### src/rtl/bcd_seq_converter.sv
// rtl/bcd_seq_converter.sv - sequential double-dabble binary-to-BCD converter with valid/ready handshakes
module bcd_seq_converter #(
    parameter int W      = 19,
    parameter int DIGITS = 6
) (
    input  logic                         clk,
    input  logic                         rst,
    input  logic                         in_valid,
    output logic                         in_ready,
    input  logic [W-1:0]                 in_bin,
    output logic                         out_valid,
    input  logic                         out_ready,
    output logic [4*DIGITS-1:0]          out_bcd,
    output logic [$clog2(DIGITS+1)-1:0]  out_ndig,
    output logic                         busy
);

    localparam int BW = 4 * DIGITS;
    localparam int CW = $clog2(W + 1);
    localparam int NW = $clog2(DIGITS + 1);

    typedef enum logic [1:0] {
        ST_IDLE    = 2'd0,
        ST_CONVERT = 2'd1,
        ST_DONE    = 2'd2
    } state_t;

    state_t          state_q, state_d;
    logic [W-1:0]    shift_q, shift_d;
    logic [BW-1:0]   acc_q, acc_d;
    logic [CW-1:0]   cnt_q, cnt_d;
    logic [BW-1:0]   adj;
    logic [NW-1:0]   ndig;

    always_ff @(posedge clk) begin
        if (rst) begin
            state_q <= ST_IDLE;
            shift_q <= '0;
            acc_q   <= '0;
            cnt_q   <= '0;
        end else begin
            state_q <= state_d;
            shift_q <= shift_d;
            acc_q   <= acc_d;
            cnt_q   <= cnt_d;
        end
    end

    // Per-digit add-3 correction; each digit wraps within its own nibble.
    always_comb begin
        adj = '0;
        for (int k = 0; k < DIGITS; k++) begin
            if (acc_q[4*k +: 4] > 4'd4) begin
                adj[4*k +: 4] = acc_q[4*k +: 4] + 4'd3;
            end else begin
                adj[4*k +: 4] = acc_q[4*k +: 4];
            end
        end
    end

    always_comb begin
        state_d   = state_q;
        shift_d   = shift_q;
        acc_d     = acc_q;
        cnt_d     = cnt_q;
        in_ready  = 1'b0;
        out_valid = 1'b0;
        busy      = 1'b0;
        case (state_q)
            ST_IDLE: begin
                in_ready = 1'b1;
                if (in_valid) begin
                    shift_d = in_bin;
                    acc_d   = '0;
                    cnt_d   = '0;
                    state_d = ST_CONVERT;
                end
            end
            ST_CONVERT: begin
                busy    = 1'b1;
                acc_d   = {adj[BW-2:0], shift_q[W-1]};
                shift_d = {shift_q[W-2:0], 1'b0};
                cnt_d   = cnt_q + CW'(1);
                if (cnt_q == CW'(W - 1)) begin
                    state_d = ST_DONE;
                end
            end
            ST_DONE: begin
                busy      = 1'b1;
                out_valid = 1'b1;
                if (out_ready) begin
                    state_d = ST_IDLE;
                end
            end
            default: begin
                state_d = ST_IDLE;
            end
        endcase
    end

    // Significant-digit count from the registered accumulator, never below 1.
    always_comb begin
        ndig = NW'(1);
        for (int k = 0; k < DIGITS; k++) begin
            if (acc_q[4*k +: 4] != 4'd0) begin
                ndig = NW'(k + 1);
            end
        end
    end

    assign out_bcd  = acc_q;
    assign out_ndig = ndig;

endmodule

### config.mk
export PLATFORM = sky130hd
export DESIGN_NAME = bcd_seq_converter
export DESIGN_NICKNAME = d
export VERILOG_FILES = /design/src/rtl/bcd_seq_converter.sv
export SDC_FILE = /design/constraint.sdc
export NUM_CORES = 1
export LEC_CHECK = 0
export BUFFER_PORTS_ARGS = -buffer_cell sky130_fd_sc_hd__buf_2
export CORE_MARGIN = 10
export CORE_UTILIZATION = 49
export DETAILED_ROUTE_END_ITERATION = 10
export PLACE_DENSITY = 0.81
export RECOVER_POWER = 25
export SLEW_MARGIN = 20
export SYNTH_ARGS = -nofsm -noshare
export SYNTH_HDL_FRONTEND = slang
export SYNTH_SLANG_ARGS = --single-unit
### constraint.sdc
create_clock -name clk -period 1.65 [get_ports clk]
set_input_delay 0.33 -clock clk [delete_from_list [all_inputs] [get_ports clk]]
set_output_delay 0.33 -clock clk [all_outputs]
set_load 0.01 [all_outputs]
# Yosys cells after proc, flatten, opt, wreduce, memory -nomap -nowiden

Cells that the tools add are included.

Bits in registers: 50
Input bits: 23
Output and inout bits: 30

Add/subtract/negate cells: 7
Order comparisons: 6
Eq/ne operators: 6
Muxes and demuxes: 24
Reductions and logical operators: 10

Operators with widths:

| kind                  | count |
|---|---|
| $pmux W24 S2          | 1 |
| $pmux W19 S2          | 1 |
| $gt A4 B3 Y1 const B  | 6 |
| $mux W24              | 1 |
| $add A4 B2 Y4 const B | 5 |
| $mux W4               | 5 |
| $reduce_bool A4 Y1    | 5 |
| $mux W19              | 1 |
| $mux W3               | 5 |
| $pmux W5 S2           | 1 |
| $mux W2               | 4 |
| $ne A2 B2 Y1 const B  | 3 |
| $pmux W2 S3           | 1 |
| $add A5 B1 Y5 const B | 1 |
| $eq A5 B5 Y1 const B  | 1 |
| $mux W5               | 1 |
| $add A3 B2 Y3 const B | 1 |
| $mux W1               | 3 |
| $reduce_and A3 Y1     | 1 |
| $eq A2 B1 Y1 const B  | 1 |
| $eq A2 B2 Y1 const B  | 1 |
| $logic_not A2 Y1      | 1 |
| $reduce_and A2 Y1     | 1 |
| $reduce_bool A2 Y1    | 1 |
| $reduce_or A2 Y1      | 1 |

# Longest topological paths before layout

Gate-level depths: netlist of the first run.

Depth in word-level cells: 6
Depth in mapped cells: 8
Mapped depth without buffers: 5

# Least setup slack after synthesis of the first run

OpenSTA, ideal clock, no wires.

Path kind: register -> output
From: register acc_q[8], in the netlist out_bcd[8]
To: output out_ndig[0]
Data arrival time: 1.363 ns
Slack: -0.043 ns
Stages on the path, launching flop included: 6
Path buffers: 0
Cells stage by stage: dfxtp_1 inv_1 ha_1 or3b_2 o21ai_0 a21boi_0

Cells in the longest elaborated chain, start to end: 5

RTL lines:

| item                   | RTL line | source |
|---|---|---|
| from (decl)            | 30       | `logic [BW-1:0] acc_q, acc_d;` |
| from (signal assigned) | 39       | `acc_q <= '0;` |
| from (signal assigned) | 44       | `acc_q <= acc_d;` |
| $reduce_bool A4 Y1     | 105      | `if (acc_q[4*k +: 4] != 4'd0) begin` |
| $mux W3 (4 in a row)   | 105      |  |
| to (decl)              | 14       | `output logic [$clog2(DIGITS+1)-1:0] out_ndig,` |

Every way passes these cells.

# Final worst setup path of the first run

From: register acc_q[9], in the netlist out_bcd[9]
To: output out_ndig[0]

Same word-level chain as after synthesis.

==> impl_metrics.yaml, run 1 <==
worst_hold_path:
  min_to: "shift_q[0]"
  hold_path_startpoint: "in_bin[0]"
  min_path_type: "input port to register"
  min_path_cells: 3
placed_design:
  dp_hpwl_mm: 4.535
  place_congestion: 0.8369
  placed_cell_area_mm2: 0.003100
  portBuffers: 52
  dp.cells: 425
layout:
  layout_commonest_cell: "buf_2"
  final_cell_mix: "buf_2 (47), dfxtp_1 (44), nor2_1 (31)"
  nets: 399
  final_cell_area_mm2: 0.003358
  n_fill_cell: 424
  diodes: 0
  syn2layout_area_growth_pct: 29.60
  drive_above_1_share: 0.3306
  instances_no_fill: 436
drt:
  routedWlPerCell_um: 14.64
  drt-pass1-iter-count: 4
  wirelength_mm: 6.383
  drt_iter0_drc: 147
  via_per_inst: 5.461
  antenna_left: 0
  routed-via-count: 2381
  drc: 0
power:
  ir_drop_v: 0.0007205
  p_per_area_mw_per_mm2: 950.3
  leakage_nw: 1.445
  p_total_w: 0.003191
global_route:
  antenna_found_initial: 0
  overflow: 0
  grt_pass1_vias: 2468
  grt_pass1_wl_mm: 11.07
  grt_max_degree: 38
  grt_use_total: 0.1502
setup_path:
  crit_family: "simple AND/OR/NAND/NOR gates"
  reg2reg_slack_ns: 0.11
  worst-endpoint-required_ns: 1.32
  cpPeakStageDelay_ns: 0.37
  critPathCaptureType: "output pin"
  cpMaxStageDelayCell: "or3b_4"
  worst_ep_arrival_time_ns: 1.52
  cp_cell_sequence: "inv_2 > ha_4 > or3b_4 > o21ai_1 > a21boi_1 > buf_2"
  critPathMaxFanout: 2
  path_class: "register to output pin"
  cp_num_buf_inv: 2
  r2r-start: "state_q[0]"
  start_kind: "register"
  worstReg2RegEnd: "shift_q[1]"
  reg2reg_depth: 5
die:
  start_util: 0.5073
  core_mm2: 0.005107
  fp.dieArea_mm2: 0.008597
  die_h_um: 92.72
  fp-row-count: 26
  die_w_um: 92.72
  pin_count: 53
synthesis:
  synth_warnings: 0
  synthesis.nets: 323
  synth_area_mm2: 0.002591
  syn_inst: 289
  synth_cell_types: 34
  ys_seq_area_frac: 0.3863
  synth.avg_cell_area_um2: 8.966
  ys_ff_latch: 50
sta:
  fin_crit_sh: 1.121
  rsz0062_at_grt: "yes"
  fin_ws_ns: -0.1990
  slew_viol_final: 0
  slew_headroom: 0.7771
  hold_violations: 0
  setup_viol: 3
  period_minus_slack_ns: 1.849
  clock_skew_ns: 0.006214
  tightest_slew_ns: 0.3298
  max_freq_mhz: 540.8
flow_run:
  drv_cap: 0
clocking:
  clock_latency_ns: 0.30
  clock_sink_count: 50
  htree_levels: 2
  tritoncts: "yes"
  path_clk_slew_ns: 0.09
  hold_buffers: 0
  clk_path_buf_depth: 2
  cts-root-buf: "clkbuf_8"
  numCtsBuffers: 5
run_status:
  violations: "negative setup slack"
  outcome: "finished, violations left"
registers in the layout (all words and copies together), names as in the netlist:
register and flops:
state_q 2, shift_q 19, out_bcd 24, cnt_q 5
cell usage after synthesis (all sizes together):
cell type | number | share of area
dfxtp | 50 | 0.39
nor2 | 32 | 0.047
mux2i | 25 | 0.097
o21ai | 21 | 0.041
a211oi | 18 | 0.052
inv | 18 | 0.026
or3 | 14 | 0.034
a32o | 12 | 0.046
buf | 11 | 0.028
ha | 11 | 0.053
nand2 | 11 | 0.016
nand2b | 10 | 0.024
a31oi | 7 | 0.017
nor2b | 7 | 0.017
o32ai | 6 | 0.020
a21oi | 5 | 0.0097
clkbuf | 5 | 0.0072
nor3b | 5 | 0.014
o2bb2ai | 5 | 0.017
nand3 | 4 | 0.0077
a32oi | 2 | 0.0068
a21boi | 1 | 0.0029
a311oi | 1 | 0.0034
a31o | 1 | 0.0034
mux2 | 1 | 0.0043
nand3b | 1 | 0.0029
nor4bb | 1 | 0.0039
o211ai | 1 | 0.0029
o31ai | 1 | 0.0029
or3b | 1 | 0.0034
or4 | 1 | 0.0029
area by class of cell:
cell class / count / area (µm²) / area share
Tap cell: 70 / 87.58 / 0.02608
Multi-Input combinational cell: 205 / 1562 / 0.4650
Sequential cell: 50 / 1008 / 0.3003
Clock buffer: 6 / 82.58 / 0.02459
Inverter: 18 / 67.56 / 0.02012
Clock inverter: 2 / 12.51 / 0.003726
Timing Repair Buffer: 85 / 538.0 / 0.1602
per-layer routing:
metal | share of wire | global-route usage
met1 | 0.46 | 0.1777
met2 | 0.49 | 0.2629
met3 | 0.045 | 0.03713
met4 | 0.010 | 0.04113
met5 | 0 | 0
worst min-delay path, cell delays in order:
cell and delay (ns):
buf_2 0.10, nand3_1 0.07, a21oi_1 0.06
cell families after synthesis:
| kind of cell | Yosys count | share of synthesized area |
|---|---|---|
| fa+ha+maj | 11 | 0.05311 |
| flops | 50 | 0.3863 |
| buf+inv | 34 | 0.06132 |
| simple gates | 87 | 0.1733 |
| compound gates | 81 | 0.2250 |
| mux | 26 | 0.1009 |
report_power, final:
group / total (W) / internal, W / switching (W) / leakage, nW
sequential: 0.00143 / 0.00134 / 0.0000842 / 0.410
combinational: 0.00101 / 0.000449 / 0.000565 / 0.987
clock: 0.000751 / 0.000338 / 0.000413 / 0.0472
per-stage QoR:
step                worst slack [ns]  TNS [ns]  hold slack [ns]    util
floorplan                    0.01491         0           0.4316       -
detailed placement           0.01897         0           0.4595  0.6071
global placement             0.02780         0           0.4540  0.6071
CTS                          -0.1948   -0.4033           0.2986  0.6477
finish                       -0.1990   -0.3969           0.3011  0.6575
global route                 -0.2661   -0.6222           0.3183  0.6575
worst max-delay path by stage:
stage | startpoint | to | slack, ns | cells after the start
floorplan | state_q[0] | shift_q[10] | 0.01 | 6
global placement | out_bcd[8] | out_ndig[0] | 0.03 | 6
detailed placement | out_bcd[8] | out_ndig[0] | 0.02 | 6
CTS | out_bcd[9] | out_ndig[0] | -0.19 | 6
global route | out_bcd[9] | out_ndig[0] | -0.27 | 6
finish | out_bcd[9] | out_ndig[0] | -0.20 | 6
what timing repair did:
| action | CTS | global route |
|---|---|---|
| endpoints found under the setup margin | 3 | 47 |
| resized for setup | 28 | 14 |
| hold endpoints to repair | 0 | 0 |
| pin swaps | 5 | 0 |
| buffers inserted | 4 | 0 |
| cloned | 0 | 0 |
Power figures use the tool's default switching activity.
==> inputs of run 2 (changes only) <==
--- a/config.mk
+++ b/config.mk
@@ -7,9 +7,9 @@
 export LEC_CHECK = 0
 export BUFFER_PORTS_ARGS = -buffer_cell sky130_fd_sc_hd__buf_2
 export CORE_MARGIN = 10
-export CORE_UTILIZATION = 49
+export CORE_UTILIZATION = 55
 export DETAILED_ROUTE_END_ITERATION = 10
-export PLACE_DENSITY = 0.81
+export PLACE_DENSITY = 0.86
 export RECOVER_POWER = 25
 export SLEW_MARGIN = 20
 export SYNTH_ARGS = -nofsm -noshare
==> constraint.sdc (replaced) <==
create_clock -name clk -period 2.26 [get_ports clk]
set_input_delay 0.452 -clock clk [delete_from_list [all_inputs] [get_ports clk]]
set_output_delay 0.452 -clock clk [all_outputs]
set_load 0.01 [all_outputs]
==> run 2 against run 1 <==
Net effect: the flow now finishes without violations; sequential share of layout area increased by 3.2 points; register-to-register slack improved by 0.11 ns; cell count decreased by 9.6%; hold slack improved by 0.13 ns; clock skew decreased by 0.0019 ns; combinational power decreased by 34%; non-clock buffer count decreased by 24; die area decreased by 8.6%; total power decreased by 27%; global-route usage increased by 0.80 points; flip-flop and latch count unchanged; critical path type unchanged; largest power group unchanged.
==> impl_metrics.yaml, run 2 (synthesized netlist as in run 1, its figures left out) <==
clocking:
  path_clk_slew_ns: 0.09
  htree_levels: 2
  clock_latency_ns: 0.30
  clk_path_buf_depth: 2
  tritoncts: "yes"
  postCtsSetupRepairBufs: 0
  numCtsBuffers: 5
  clock_sink_count: 50
  cts-root-buf: "clkbuf_8"
drt:
  wirelength_mm: 6.048
  via_per_inst: 5.914
  routedWlPerCell_um: 15.35
  drt_iter0_drc: 149
  routed-via-count: 2330
  drc: 0
  drt-pass1-iter-count: 4
  antenna_left: 0
setup_path:
  worst_ep_arrival_time_ns: 1.68
  worst-endpoint-required_ns: 1.81
  critPathCaptureType: "output pin"
  cpMaxStageDelayCell: "or3b_4"
  cp_num_buf_inv: 2
  start_kind: "register"
  cpPeakStageDelay_ns: 0.38
  critPathMaxFanout: 6
  cp_cell_sequence: "inv_1 > ha_4 > or3b_4 > o21ai_1 > a21boi_0 > buf_2"
  path_class: "register to output pin"
  crit_family: "simple AND/OR/NAND/NOR gates"
die:
  core_mm2: 0.004444
  pin_count: 53
  fp-row-count: 24
  fp.dieArea_mm2: 0.007857
  die_h_um: 88.64
  start_util: 0.5831
  die_w_um: 88.64
layout:
  drive_above_1_share: 0.1725
  nets: 375
  layout_commonest_cell: "dfxtp_1"
  final_cell_mix: "dfxtp_1 (50), buf_2 (34), nor2_1 (31)"
  diodes: 0
  syn2layout_area_growth_pct: 16.37
  largest_reg_flops: 24
global_route:
  grt_pass1_vias: 2402
  grt_max_degree: 41
  grt_pass1_wl_mm: 10.29
  antenna_found_initial: 0
  grt_use_total: 0.1581
  overflow: 0
sta:
  fin_crit_sh: 0.9427
  holdWs_ns: 0.4341
  clock_skew_ns: 0.004335
  hold_violations: 0
  slew_viol_final: 0
  setup_viol: 0
  tightest_slew_ns: 0.9558
  period_minus_slack_ns: 2.131
  slew_headroom: 0.3614
  fin_setup_tns_ns: 0
  max_freq_mhz: 469.4
  rsz0062_at_grt: "no"
placed_design:
  portBuffers: 52
  dp_hpwl_mm: 4.441
  place_congestion: 0.8290
power:
  p_per_area_mw_per_mm2: 770.0
  leakage_nw: 1.221
  ir_drop_v: 0.0004938
worst_hold_path:
  min_path_type: "input port to register"
flow_run:
  drv_cap: 0
run_status:
  outcome: "complete, no violations"
run 2: cell types whose count changed in the layout (fill, tap and decap cells not counted), sizes merged:
cell,previous run,this run
clkbuf,10,24
bufinv,0,1
buf,81,43
clkinv,1,0
run 2: through the flow:
step	instances	cell area (µm²)	setup WS, ns	total power (W)	utilization
2_1_floorplan	289	2591	0.4453	0.001579	-
3_3_place_gp	386	2893	0.3118	0.001688	0.6509
3_5_place_dp	386	2893	0.2384	0.001721	0.6509
4_1_cts	394	3007	0.01530	0.002333	0.6765
5_1_grt	394	3015	0.01770	0.002460	0.6785
6_report	394	3015	0.1295	0.002322	0.6785
run 2: path summary, 6_finish.rpt:
check / end / slack [ns] / startpoint / cells after the start
max: out_ndig[0] / 0.13 / out_bcd[8] / 6
min: shift_q[0] / 0.43 / in_bin[0] / 3
max reg2reg: out_bcd[22] / 0.22 / state_q[0] / 6
min reg2reg: shift_q[0] / 0.48 / shift_q[0] / 2
run 2: area by class of cell:
cell class,instances,area (µm²)
clock buffers,6,72.57
clock inverters,2,37.54
fillers,369,1429
inverters,18,67.56
multi-input cells,205,1466
flip-flops and latches,50,1001
well taps,52,65.06
repair buffers,61,305.3
run 2: worst min-delay path: stages:
cell and delay, ns:
buf_2 0.10, nand3_1 0.07, a21oi_1 0.06
run 2: what timing repair did:
action,4_1_cts,5_1_grt
hold buffers,0,0
resized for setup,3,8
endpoints found under the setup margin,1,3
run 2: where the power goes:
group / switching [W] / total (W) / internal [W] / leakage, nW
Clock: 0.000289 / 0.000619 / 0.000330 / 0.0514
Combinational: 0.000388 / 0.000664 / 0.000276 / 0.762
Sequential: 0.0000589 / 0.00104 / 0.000979 / 0.408
run 2: metal layers:
layer | up-vias | part of all wire | global-route usage
met2 | 47 | 0.51 | 0.2852
li1 | 1166 | - | -
met3 | 7 | 0.047 | 0.04320
met5 | - | 0 | 0
met1 | 1110 | 0.43 | 0.1742
met4 | 0 | 0.012 | 0.05286
==> inputs of run 3 (changes only) <==
--- a/config.mk
+++ b/config.mk
@@ -5,11 +5,11 @@
 export SDC_FILE = /design/constraint.sdc
 export NUM_CORES = 1
 export LEC_CHECK = 0
-export BUFFER_PORTS_ARGS = -buffer_cell sky130_fd_sc_hd__buf_2
 export CORE_MARGIN = 10
 export CORE_UTILIZATION = 55
 export DETAILED_ROUTE_END_ITERATION = 10
-export PLACE_DENSITY = 0.86
+export DONT_BUFFER_PORTS = 1
+export PLACE_DENSITY = 0.76
 export RECOVER_POWER = 25
 export SLEW_MARGIN = 20
 export SYNTH_ARGS = -nofsm -noshare
==> run 3 against run 2 <==
Net effect: clock-buffer cell count increased by 1; global-route usage decreased by 1.2 points; largest power group unchanged; first-iteration DRC count increased by 35%.
==> impl_metrics.yaml, run 3 (synthesized netlist as in run 1, its figures left out) <==
power:
  p_per_area_mw_per_mm2: 798.6
  p_total_w: 0.002177
  ir_drop_v: 0.0004119
  leakage_nw: 1.035
sta:
  rsz0062_at_grt: "yes"
  clock_skew_ns: 0.007632
  setup_viol: 0
  fin_setup_tns_ns: 0
  tightest_slew_ns: 0.4052
  slew_headroom: 0.7221
  max_freq_mhz: 467.6
  slew_viol_final: 0
  fin_crit_sh: 0.9463
  hold_violations: 0
  period_minus_slack_ns: 2.139
placed_design:
  dp_hpwl_mm: 3.986
  placed_cell_area_mm2: 0.002610
  portBuffers: 0
  place_congestion: 0.7716
global_route:
  grt_max_degree: 42
  grt_use_total: 0.1456
  antenna_found_initial: 0
  grt_pass1_wl_mm: 9.259
  grt_pass1_vias: 1836
  overflow: 0
die:
  start_util: 0.5831
  fp-row-count: 24
  core_mm2: 0.004444
  pin_count: 53
  fp.dieArea_mm2: 0.007857
  die_w_um: 88.64
  die_h_um: 88.64
clocking:
  clk_path_buf_depth: 2
  numCtsBuffers: 5
  clock_latency_ns: 0.30
  tritoncts: "yes"
  clock_sink_count: 50
  cts-root-buf: "clkbuf_8"
  htree_levels: 2
  path_clk_slew_ns: 0.09
  postCtsSetupRepairBufs: 0
layout:
  layout_commonest_cell: "dfxtp_1"
  syn2layout_area_growth_pct: 5.215
  largest_reg_flops: 24
  multiInputGateArea_mm2: 0.001456
  post-route-util: 0.6135
  n_fill_cell: 401
  nets: 320
  final_cell_area_mm2: 0.002726
  diodes: 0
  final_cell_mix: "dfxtp_1 (50), nor2_1 (31), mux2i_1 (25)"
  seq_area_mm2: 0.001001
  drive_above_1_share: 0.08014
setup_path:
  path_class: "register to output pin"
  critPathCaptureType: "output pin"
  worst_ep_arrival_time_ns: 1.69
  worst-endpoint-required_ns: 1.81
  start_kind: "register"
  critPathMaxFanout: 5
  reg2reg_slack_ns: 0.51
drt:
  antenna_left: 0
  routedWlPerCell_um: 16.76
  drt_iter0_drc: 201
  via_per_inst: 6.162
  drt-pass1-iter-count: 4
  wirelength_mm: 5.683
  routed-via-count: 2089
  drc: 0
flow_run:
  drv_cap: 0
run_status:
  outcome: "complete, no violations"
worst_hold_path:
  min_path_type: "input port to register"
run 3: changes by cell type in the layout (fill, tap and decap cells not counted), sizes merged:
cell,previous run,this run
buf,43,6
clkbuf,24,7
bufinv,1,0
clkinv,0,1
clkinvlp,1,0
run 3: worst paths after layout:
check | from | to | cells after the start
worst min-delay path | rst | state_q[1] | 1
worst max-delay path | out_bcd[9] | out_ndig[0] | 5
worst min register to register | shift_q[0] | shift_q[0] | 2
worst max register to register | state_q[0] | shift_q[13] | 6
run 3: repair_timing:
item,CTS,global route
pin swaps,0,0
hold buffers,0,0
setup endpoints to repair,1,2
resized for setup,2,7
run 3: metrics by stage:
| stage | hold slack [ns] | cells | setup WS, ns |
|---|---|---|---|
| after detailed placement | 0.4451 | 331 | 0.2934 |
| after global placement | 0.4369 | 331 | 0.3448 |
| after CTS | 0.2038 | 339 | 0.03784 |
| final | 0.2092 | 339 | 0.1214 |
| after global routing | 0.1922 | 339 | -0.01635 |
| after floorplan | 0.4316 | 289 | 0.4453 |
run 3: layout make-up:
type                    count  area share
flip-flops and latches     50      0.3671
clock inverters             1    0.001836
repair buffers              6     0.01652
multi-input cells         205      0.5342
clock buffers               7     0.03167
inverters                  18     0.02478
well taps                  52     0.02386
run 3: worst max-delay path: stages (launching register included):
cell and delay (ns):
dfxtp_1 0.38, inv_1 0.08, ha_2 0.20, or3b_2 0.47, o21ai_2 0.16, a21boi_2 0.09
run 3: power breakdown:
| part | internal, W | switching [W] | leakage (nW) |
|---|---|---|---|
| clock | 0.000248 | 0.000286 | 0.0482 |
| sequential | 0.000979 | 0.0000570 | 0.408 |
| combinational | 0.000242 | 0.000366 | 0.579 |
| total | 0.00147 | 0.000709 | 1.03 |
run 3: layer usage:
metal	GRT usage	routed length (µm)	vias to the layer above
li1	-	-	1058
met1	0.1873	2583	980
met2	0.2214	2603	49
met3	0.05699	472	2
met4	0.03965	23	0
met5	0	0	-
